<file path="src/rtl/idelay_pkg.sv">
// idelay_pkg: shared widths, constants and sequencer state encoding
package idelay_pkg;
    localparam int TAP_W = 5;
    localparam int DLY_MIN_RST_NS = 52;
    typedef enum logic [2:0] {RESET_HOLD, WAIT_RDY, RUN, LOAD, SETTLE, FAULT} state_t;
endpackage

</file>
<file path="src/rtl/idelay_sequencer_rr_arbiter.sv">
// rr_arbiter: combinational round-robin pick, lowest requesting index at or after ptr
module rr_arbiter #(
    parameter int LANES = 4,
    parameter int PW = (LANES > 1) ? $clog2(LANES) : 1
) (
    input  logic [LANES-1:0] req,
    input  logic [PW-1:0]    ptr,
    output logic [LANES-1:0] grant,
    output logic [PW-1:0]    idx
);
    logic          found;
    logic [PW-1:0] j;
    // scan lanes starting at ptr with wraparound, keep the first hit
    always_comb begin
        grant = '0;
        idx = '0;
        found = 1'b0;
        j = '0;
        for (int i = 0; i < LANES; i++) begin
            j = PW'((int'(ptr) + i) % LANES);
            if (!found && req[j]) begin
                found = 1'b1;
                grant[j] = 1'b1;
                idx = j;
            end
        end
    end
endmodule

</file>
<file path="src/rtl/idelay_sequencer.sv">
// idelay_sequencer: IDELAYCTRL bring-up with lock supervision and round-robin IDELAYE2 tap loading
module idelay_sequencer
    import idelay_pkg::*;
#(
    parameter int LANES = 4,
    parameter int RST_CYCLES = 16,
    parameter int TIMEOUT_CYCLES = 1024,
    parameter int MAX_RETRIES = 3,
    parameter int SETTLE_CYCLES = 2
) (
    input  logic                   clk,
    input  logic                   rst,
    output logic                   dly_rst,
    input  logic                   dly_rdy,
    output logic                   ready,
    output logic                   fault,
    input  logic [LANES-1:0]       req_valid,
    input  logic [TAP_W*LANES-1:0] req_tap,
    output logic [LANES-1:0]       req_ready,
    output logic [TAP_W-1:0]       cntvaluein,
    output logic [LANES-1:0]       ld
);
    localparam int PW = (LANES > 1) ? $clog2(LANES) : 1;
    localparam int CW = $clog2(RST_CYCLES + TIMEOUT_CYCLES + SETTLE_CYCLES + 1);
    localparam int RW = $clog2(MAX_RETRIES + 1);

    state_t           state, state_n;
    logic [CW-1:0]    cnt, cnt_n;
    logic [RW-1:0]    retry, retry_n;
    logic [PW-1:0]    ptr, ptr_n, gi;
    logic [LANES-1:0] grant, sel, sel_n;
    logic [TAP_W-1:0] tap_g, tap_n;
    logic             rdy_m, rdy_s;

    // two-flop synchronizer for the asynchronous lock indication
    always_ff @(posedge clk or posedge rst)
        if (rst) {rdy_s, rdy_m} <= 2'b00;
        else {rdy_s, rdy_m} <= {rdy_m, dly_rdy};

    rr_arbiter #(.LANES(LANES), .PW(PW)) u_arb (
        .req(req_valid),
        .ptr(ptr),
        .grant(grant),
        .idx(gi)
    );

    // outputs decode straight from state so async reset reaches them at once
    assign dly_rst = (state == RESET_HOLD) || (state == FAULT);
    assign ready = (state == RUN) || (state == LOAD) || (state == SETTLE);
    assign fault = state == FAULT;
    assign req_ready = (state == RUN && rdy_s) ? grant : '0;
    assign ld = (state == LOAD) ? sel : '0;

    // tap of the currently granted lane
    always_comb begin
        tap_g = '0;
        for (int i = 0; i < LANES; i++)
            if (grant[i]) tap_g = req_tap[i*TAP_W +: TAP_W];
    end

    // state and datapath registers
    always_ff @(posedge clk or posedge rst)
        if (rst) begin
            state <= RESET_HOLD;
            cnt <= '0;
            retry <= '0;
            ptr <= '0;
            sel <= '0;
            cntvaluein <= '0;
        end else begin
            state <= state_n;
            cnt <= cnt_n;
            retry <= retry_n;
            ptr <= ptr_n;
            sel <= sel_n;
            cntvaluein <= tap_n;
        end

    // next state; lock loss overrides everything, including a same-cycle accept
    always_comb begin
        state_n = state;
        cnt_n = cnt;
        retry_n = retry;
        ptr_n = ptr;
        sel_n = sel;
        tap_n = cntvaluein;
        case (state)
            RESET_HOLD: begin
                cnt_n = cnt + 1'b1;
                if (cnt == CW'(RST_CYCLES - 1)) begin
                    state_n = WAIT_RDY;
                    cnt_n = '0;
                end
            end
            WAIT_RDY: begin
                cnt_n = cnt + 1'b1;
                if (rdy_s) begin
                    state_n = RUN;
                    retry_n = '0;
                    cnt_n = '0;
                end else if (cnt == CW'(TIMEOUT_CYCLES - 1)) begin
                    cnt_n = '0;
                    retry_n = retry + 1'b1;
                    state_n = (retry_n == RW'(MAX_RETRIES)) ? FAULT : RESET_HOLD;
                end
            end
            RUN:
                if (|req_valid) begin
                    state_n = LOAD;
                    sel_n = grant;
                    tap_n = tap_g;
                    ptr_n = (gi == PW'(LANES - 1)) ? '0 : gi + 1'b1;
                end
            LOAD: begin
                state_n = SETTLE;
                cnt_n = '0;
            end
            SETTLE: begin
                cnt_n = cnt + 1'b1;
                if (cnt == CW'(SETTLE_CYCLES - 1)) begin
                    state_n = RUN;
                    cnt_n = '0;
                end
            end
            default: state_n = FAULT;
        endcase
        if (!rdy_s && ready) begin
            state_n = RESET_HOLD;
            cnt_n = '0;
            retry_n = '0;
            ptr_n = ptr;
            sel_n = sel;
            tap_n = cntvaluein;
        end
    end
endmodule

</file>
<file path="config.mk">
export PLATFORM = sky130hd
export DESIGN_NAME = idelay_sequencer
export DESIGN_NICKNAME = d
export VERILOG_FILES = /design/src/rtl/idelay_pkg.sv /design/src/rtl/idelay_sequencer_rr_arbiter.sv /design/src/rtl/idelay_sequencer.sv
export SDC_FILE = /design/constraint.sdc
export NUM_CORES = 1
export LEC_CHECK = 0
export ABC_AREA = 1
export CAP_MARGIN = 5
export CORE_MARGIN = 10
export CORE_UTILIZATION = 53
export CTS_CLUSTER_DIAMETER = 40
export DETAILED_ROUTE_END_ITERATION = 12
export GPL_TIMING_DRIVEN = 0
export PLACE_DENSITY = 0.8
export SLEW_MARGIN = 10
export SYNTH_ARGS = -nofsm -noshare
export SYNTH_HDL_FRONTEND = slang
export SYNTH_SLANG_ARGS = --single-unit
</file>
<file path="constraint.sdc">
create_clock -name clk -period 2.5 [get_ports clk]
set_input_delay 0.375 -clock clk [delete_from_list [all_inputs] [get_ports clk]]
set_output_delay 0.375 -clock clk [all_outputs]
set_load 0.02 [all_outputs]
</file>
# [After elaboration in Yosys (flattened, before gate mapping)]
# Cells that the tools add are included.
[totals] reg_bits=29 in_bits=27 word_cells=116
[classes] add_sub_neg=6 magnitude_cmp=8 eq_ne=14 n_mux=52 n_bitwise=4 reduce_logical=24
[ops] operator="2-to-1 mux 11 bit" count=5
[ops] operator="case mux 11 bit (4 select lines)" count=1
[ops] operator="2-to-1 mux 4 bit" count=6
[ops] operator="2-to-1 mux 3 bit" count=7
[ops] operator="2-to-1 mux 5 bit" count=4
[ops] operator="2-to-1 mux 2 bit" count=9
[ops] operator="case mux 3 bit (5 select lines)" count=1
[ops] operator="< comparator 2 x 3 -> 1 bit (second input constant)" count=4
[ops] operator="bitwise OR 4 bit" count=3
[ops] operator="adder 11 x 1 -> 11 bit (second input constant)" count=1
[ops] operator="== test 11 x 1 -> 1 bit (second input constant)" count=1
[ops] operator="== test 11 x 10 -> 1 bit (second input constant)" count=1
[ops] operator="== test 11 x 4 -> 1 bit (second input constant)" count=1
[ops] operator="2-to-1 mux 1 bit" count=11
[ops] operator="logical AND 1 bit" count=9
[ops] operator="!= test 3 x 1 -> 1 bit (second input constant)" count=3
[ops] operator="binary-select mux 1 bit (select 2 bit)" count=4
[ops] operator="demux 1 bit (select 2 bit)" count=4
[ops] operator=">= comparator 2 x 1 -> 1 bit (second input constant)" count=4
[ops] operator="adder 2 x 1 -> 2 bit (second input constant)" count=3
[ops] operator="== test 3 x 2 -> 1 bit (second input constant)" count=2
[ops] operator="== test 3 bit (second input constant)" count=2
[ops] operator="nonzero test 5 bit" count=1
[ops] operator="adder 2 bit (second input constant)" count=2
[ops] operator="other kinds (13)" count=19

# [Depth between registers and ports, before layout]
# Gate-level depths: netlist of run 1.
[depth] ltp_word=16 depth_mapped=16 ltp_nobuf=15

# [Modules after synthesis]
# From an unflattened synthesis of run 1, not the netlist that was laid out.
[unflattened] hier_cells=343 area_unflattened_um2=2342.2
[by_module_without_submodules] mod="idelay_sequencer" instances=1 cells_each=270 area_each_um2=1903.1
[by_module_without_submodules] mod="rr_arbiter" instances=1 cells_each=73 area_each_um2=439.2

# [Least setup slack after synthesis of run 1]
# Ideal clock, no wire load.
[synth_timing] path_kind="register to output" startpoint="reg with a tool-made name" endpoint="out req_ready[3]" t_arrival_ns=1.926 path_slack_ns=0.199 stages_incl_launch_ff=13 path_cell_list="dfrtp_1 > buf_6 > inv_8 > ha_1 > inv_1 > nand3_1 > nand2_2 > nor2_8 > nand2_4 > o211ai_2 > buf_6 > nand2_1 > inv_1"
[synth_lines] element="end: declaration" line="idelay_sequencer.sv:19" rtl="output logic [LANES-1:0] req_ready,"

==> out/metrics.yaml, run 1 <==
timing:
  finalMaxSlewViolations: 0
  rsz0062_at_grt: "yes"
  final_hold_viol_count: 0
  finalCritPeriodShare_pct: 98.1
  worst_pin_slew_ps: 1030
  max_freq_mhz: 408
  setup_viol: 0
  relSlewSlack_pct: 31.2
  finalWorstPathRequiredPeriod_ps: 2450
  skew_ps: 5.26
synth:
  synthesis.nets: 372
  ys_ff_latch: 29
  synth_area_leaders: "dfrtp_1 31%, nand2_1 15%, inv_1 8.6%, nor2_1 5.8%, nand3_1 5.6%"
  synthArstFlopShare_pct: 100
  synth_top_cell_by_area: "dfrtp_1"
  ys_types: 35
  yosysTopAreaCellShare_pct: 31.3
  ys_seq_area_share_pct: 31.3
  synth-main-ff-cell: "dfrtp_1"
  syn_avg_cell_area_sq_um: 6.93
  synth-warning-count: 0
  synthCells: 335
  synth_edf_count: 0
  synth_area_sq_mm: 0.00232
worst_setup_path:
  path_cells: "inv_12 -> ha_4 -> inv_4 -> nand3_4 -> nand2_4 -> nor2_8 -> nand2_4 -> o211ai_4 -> buf_6 -> nand2_4 -> inv_2 -> buf_6"
  critPathCaptureType: "primary output"
  crit_buf_inv: 5
  worstPathArrival_ps: 2080
  critical-path-max-stage-delay_ps: 470
  cp.depth: 12
  slowest_stage: "dfrtp_2"
  cp_data_required_time_ps: 2120
  crit_type: "flop to primary output"
  worstSetupStartpointType: "flop"
  path_max_fanout: 6
  crit_top_cell: "nand2_4"
  worst_r2r_path_depth: 14
  cp_top_family: "flip-flops"
detailed_routing:
  drt_iter0_markers: 131
  wl_per_cell_um: 13.8
  route.vias.total: 2383
  ant_nets: 0
  wirelength_um: 6300
  drcViolationCount: 0
  viasPerCell: 5.21
  drt_pre_antenna_iters: 4
floorplan:
  rows: 24
  initial_core_util_pct: 54.1
  die_x_um: 86.2
  die_area_sq_mm: 0.00743
  io_pins: 43
  core-area_sq_mm: 0.00429
  die_y_um: 86.2
global_routing:
  grt_use_total_pct: 16.2
  grt_pass1_vias: 2312
  grt_max_degree: 30
  grt_remaining_overflow: 0
  grt_pass1_wl_um: 9860
  antenna_found_initial: 0
flow_run:
  max_cap_viol_count: 0
cells_and_area:
  fin_cells: 457
  drive_gt1_share_pct: 20.5
  finalNetCount: 441
  fillers: 335
  final_common_cell: "nand2_1"
  design_area_sq_mm: 0.00319
  final_cell_mix: "85 x nand2_1, 49 x inv_1, 37 x clkdlybuf4s50_1"
  area_growth_syn_to_layout_pct: 37.3
  antenna_cells: 0
clock_network:
  clock_latency_ps: 290
  cts_tree: "done"
  clock-root-buffer: "clkbuf_8"
  h-tree-depth: 2
  cts.clk_slew.worst_paths_ps: 60
  cts_buffers: 5
  clock_path_buffers: 2
  cts_sinks: 29
worst_hold_path:
  hold_class: "flop to flop"
  whs_path_depth: 0
  hold_start: "rdy_m"
pwr:
  power_leakage_nw: 1.64
  p_per_area_mw_per_mm2: 367
  peakVddDrop_uv: 216
placed_design:
  place_area_sq_mm: 0.00281
  dp.final_hpwl_um: 4190
  io_buffers: 42
  dpl.cell_count: 429
  gp_congestion: 0.870
run_status:
  status: "complete, no violations"
==> sequential cells by signal, summed over array words and instances, names as in the netlist, named ones only <==
signal      flops
cnt            11
cntvaluein      5
ptr             1
rdy_m           1
rdy_s           1
retry           2
sel             4
state           3
==> synthesized netlist by cell type (2+ instances only) <==
cell type	number
nand2_1	90
inv_1	53
nor2_1	36
dfrtp_1	29
nand3_1	26
a21oi_1	21
o21ai_0	15
ha_1	10
nand2_4	6
xor2_1	6
inv_2	4
buf_6	3
nand2_2	3
nand3_2	3
nand4_1	3
a21boi_0	2
a21boi_2	2
clkbuf_1	2
nor3_1	2
o21a_1	2
o21ai_1	2
o22ai_1	2
==> routing by layer <==
metal	track usage, %	part of all wire, %
met4	5.74	2.3
met2	27.9	50
met1	17.0	40
met3	7.32	8.2
met5	0	0
==> metrics by stage <==
stage | setup TNS [ps] | power (W) | setup WS (ps) | util (%) | hold slack (ps)
2_1_floorplan | 0 | 0.000613 | 199 | - | 331
3_3_place_gp | -2040 | 0.000680 | -582 | 65.4 | 348
3_5_place_dp | -2200 | 0.000682 | -635 | 65.4 | 351
4_1_cts | 0 | 0.00114 | 0.0921 | 71.7 | 373
5_1_grt | -128 | 0.00123 | -63.2 | 74.3 | 374
6_report | 0 | 0.00117 | 46.4 | 74.3 | 374
==> timing repair <==
| action | 4_1_cts | 5_1_grt |
|---|---|---|
| hold buffers | 0 | 0 |
| setup buffers | 15 | 6 |
| setup endpoints to repair | 4 | 5 |
| resized for setup | 37 | 25 |
| pin swaps | 7 | 11 |
==> final cells by class <==
class / count / area (sq um) / area share (%)
multi-input combinational: 243 / 1440 / 45.0
sequential: 29 / 728 / 22.8
timing repair buffer: 63 / 589 / 18.5
inverter: 58 / 238 / 7.45
clock buffer: 7 / 96.3 / 3.02
tap: 52 / 65.1 / 2.04
buffer: 4 / 31.3 / 0.981
clock inverter: 1 / 5.00 / 0.157
==> cells by family after synthesis <==
group | Yosys count | synth area share [%]
buffers and inverters | 63 | 11.5
AO/OA/AOI/OAI | 53 | 14.5
flip-flops | 29 | 31.3
XOR/XNOR | 6 | 2.26
AND/OR/NAND/NOR | 174 | 35.1
adder cells (fa/ha/maj) | 10 | 5.39
==> final timing paths <==
| kind | to | slack [ps] |
|---|---|---|
| worst max-delay path | req_ready[3] | 50 |
| worst min-delay path | rdy_s | 370 |
| worst max register to register | cntvaluein[3] | 250 |
| worst min register to register | rdy_s | 370 |
| max in group asynchronous | ptr[1] | 1470 |
| min in group asynchronous | cntvaluein[1] | 510 |
==> worst register-to-register path, cell delays in order (launching register included) <==
cell and delay (ps):
dfrtp_2 470, inv_12 50, ha_4 310, nand3_1 140
nand2_2 130, nor2_4 70, a21boi_2 180, o211ai_4 100
buf_6 140, buf_4 120, buf_4 160, a21oi_1 120
nand2_1 60, nand2_1 70, nand2_1 50
==> power by group <==
group,switching [W],internal (W)
clock,0.000187,0.000248
sequential,0.00000399,0.000474
combinational,0.000137,0.000121
(Power assumes the default switching activity.)
==> run 2, diff against run 1 <==
--- a/config.mk
+++ b/config.mk
@@ -13,7 +13,7 @@
 export DETAILED_ROUTE_END_ITERATION = 12
 export GPL_TIMING_DRIVEN = 0
 export PLACE_DENSITY = 0.8
-export SLEW_MARGIN = 10
+export SLEW_MARGIN = 40
 export SYNTH_ARGS = -nofsm -noshare
 export SYNTH_HDL_FRONTEND = slang
 export SYNTH_SLANG_ARGS = --single-unit
==> run 2 against run 1 <==
Against the previous run: sequential cell count is the same; clock skew is the same; sequential share of layout area is the same; clock power is essentially flat.
==> out/metrics.yaml, run 2 (same netlist as run 1, synthesis figures left out) <==
timing:
  max_freq_mhz: 408
  finalMaxSlewViolations: 0
  worst_pin_slew_ps: 597
  fin_ws_ps: 46.4
  tns_ps: 0
  setup_viol: 0
  relSlewSlack_pct: 60.1
  skew_ps: 5.26
  finalCritPeriodShare_pct: 98.1
  finalWorstPathRequiredPeriod_ps: 2450
  final_hold_viol_count: 0
  fin_hold_ws_ps: 374
  rsz0062_at_grt: "yes"
worst_setup_path:
  cp_data_required_time_ps: 2120
  slowest_stage: "dfrtp_2"
  worstPathArrival_ps: 2080
  crit_top_cell: "nand2_4"
  crit_type: "flop to primary output"
  path_cells: "inv_12 -> ha_4 -> inv_4 -> nand3_4 -> nand2_4 -> nor2_8 -> nand2_4 -> o211ai_4 -> buf_6 -> nand2_4 -> inv_2 -> buf_6"
  worstSetupStartpointType: "flop"
  critPathCaptureType: "primary output"
  path_max_fanout: 6
  critical-path-max-stage-delay_ps: 470
clock_network:
  clock_latency_ps: 290
  hold_buffers: 0
  clock_path_buffers: 2
  h-tree-depth: 2
  cts.clk_slew.worst_paths_ps: 60
  clock-root-buffer: "clkbuf_8"
  cts_tree: "done"
  cts_sinks: 29
  cts_buffers: 5
detailed_routing:
  drt_iter0_markers: 131
  ant_nets: 0
  wl_per_cell_um: 13.8
  route.vias.total: 2383
  wirelength_um: 6310
  viasPerCell: 5.21
  drt_pre_antenna_iters: 4
  drcViolationCount: 0
cells_and_area:
  final_common_cell: "nand2_1"
  design_area_sq_mm: 0.00319
  regMostFlops: "cnt"
  final_cell_mix: "85 x nand2_1, 49 x inv_1, 37 x clkdlybuf4s50_1"
  area_growth_syn_to_layout_pct: 37.3
  fillers: 335
  largest_reg_flops: 11
  reg_top3: "cnt (11), cntvaluein (5), sel (4)"
  finalNetCount: 441
  drive_gt1_share_pct: 20.7
  antenna_cells: 0
placed_design:
  place_area_sq_mm: 0.00281
  gp_congestion: 0.870
  dp.final_hpwl_um: 4190
  pre_cts_slack_ps: -635
  io_buffers: 42
global_routing:
  grt_pass1_vias: 2312
  grt_remaining_overflow: 0
  grt_pass1_wl_um: 9860
  grt_max_degree: 30
  grt_use_total_pct: 16.2
  antenna_found_initial: 0
floorplan:
  initial_core_util_pct: 54.1
  die_y_um: 86.2
  rows: 24
  core-area_sq_mm: 0.00429
  die_area_sq_mm: 0.00743
  die_x_um: 86.2
  io_pins: 43
pwr:
  p_per_area_mw_per_mm2: 367
  power_leakage_nw: 1.64
  peakVddDrop_uv: 216
run_status:
  status: "complete, no violations"
flow_run:
  max_cap_viol_count: 0
worst_hold_path:
  hold_class: "flop to flop"
-- run 2: cell types whose count changed in the layout (fill, tap and decap cells not counted) --
cell and change:
clkinv_1 -1, inv_2 +1
-- run 2: timing repair --
item / 4_1_cts / 5_1_grt
pin swaps: 7 / 11
endpoints found under the hold margin: 0 / 0
gates resized for setup: 37 / 25
endpoints found under the setup margin: 4 / 5
gates cloned: 0 / 0
setup buffers: 15 / 6
-- run 2: final cells by class --
cell class	count	area [sq um]	share of cell area (%)
sequential	29	728	22.8
clock inverter	1	5.00	0.157
buffer	4	31.3	0.981
tap	52	65.1	2.04
clock buffer	7	96.3	3.02
timing repair buffer	63	589	18.5
inverter	58	238	7.45
multi-input combinational	243	1440	45.0
-- run 2: power breakdown --
part	leakage (nW)	switching [W]	internal (W)
Combinational	1.22	0.000137	0.000121
Clock	0.0542	0.000187	0.000248
Sequential	0.370	0.00000399	0.000474
Total	1.64	0.000328	0.000843
-- run 2: worst max-delay path, delay by kind of cell, from the launching register on --
kind	cells	cell delay [ps]
DFF	1	470
adders and majority gates	1	310
AOI/OAI and AO/OA	1	180
buffers and inverters	5	400
and+or+nand+nor	5	420
-- run 2: path summary, 6_finish.rpt --
| kind | from | end | cells after the start | slack [ps] |
|---|---|---|---|---|
| setup / recovery | flop | req_ready[3] | 12 | 50 |
| hold / removal | rdy_m | rdy_s | 0 | 370 |
| setup reg to reg | flop | cntvaluein[3] | 14 | 250 |
| hold reg to reg | rdy_m | rdy_s | 0 | 370 |
| max in group asynchronous | rst | ptr[1] | 2 | 1600 |
| min in group asynchronous | rst | cntvaluein[1] | 2 | 470 |
-- run 2: layer usage --
layer	wire [um]	up-vias	global-route usage (%)
met1	2510	1101	17.0
met4	142	0	5.74
met5	0	-	0
met3	514	13	7.32
met2	3140	71	27.9
li1	-	1198	-
-- run 2: stage by stage --
| stage | instances | util, % | total power, W |
|---|---|---|---|
| floorplan | 335 | - | 0.000613 |
| global placement | 429 | 65.4 | 0.000680 |
| detailed placement | 429 | 65.4 | 0.000682 |
| CTS | 452 | 71.7 | 0.00114 |
| global route | 457 | 74.3 | 0.00123 |
| finish | 457 | 74.3 | 0.00117 |
==> run 3, diff against run 2 <==
--- a/config.mk
+++ b/config.mk
@@ -11,6 +11,7 @@
 export CORE_UTILIZATION = 53
 export CTS_CLUSTER_DIAMETER = 40
 export DETAILED_ROUTE_END_ITERATION = 12
+export GPL_ROUTABILITY_DRIVEN = 0
 export GPL_TIMING_DRIVEN = 0
 export PLACE_DENSITY = 0.8
 export SLEW_MARGIN = 40
==> results of run 3 <==
Same layout as run 2: the final DEF is identical, and so are final timing and power.
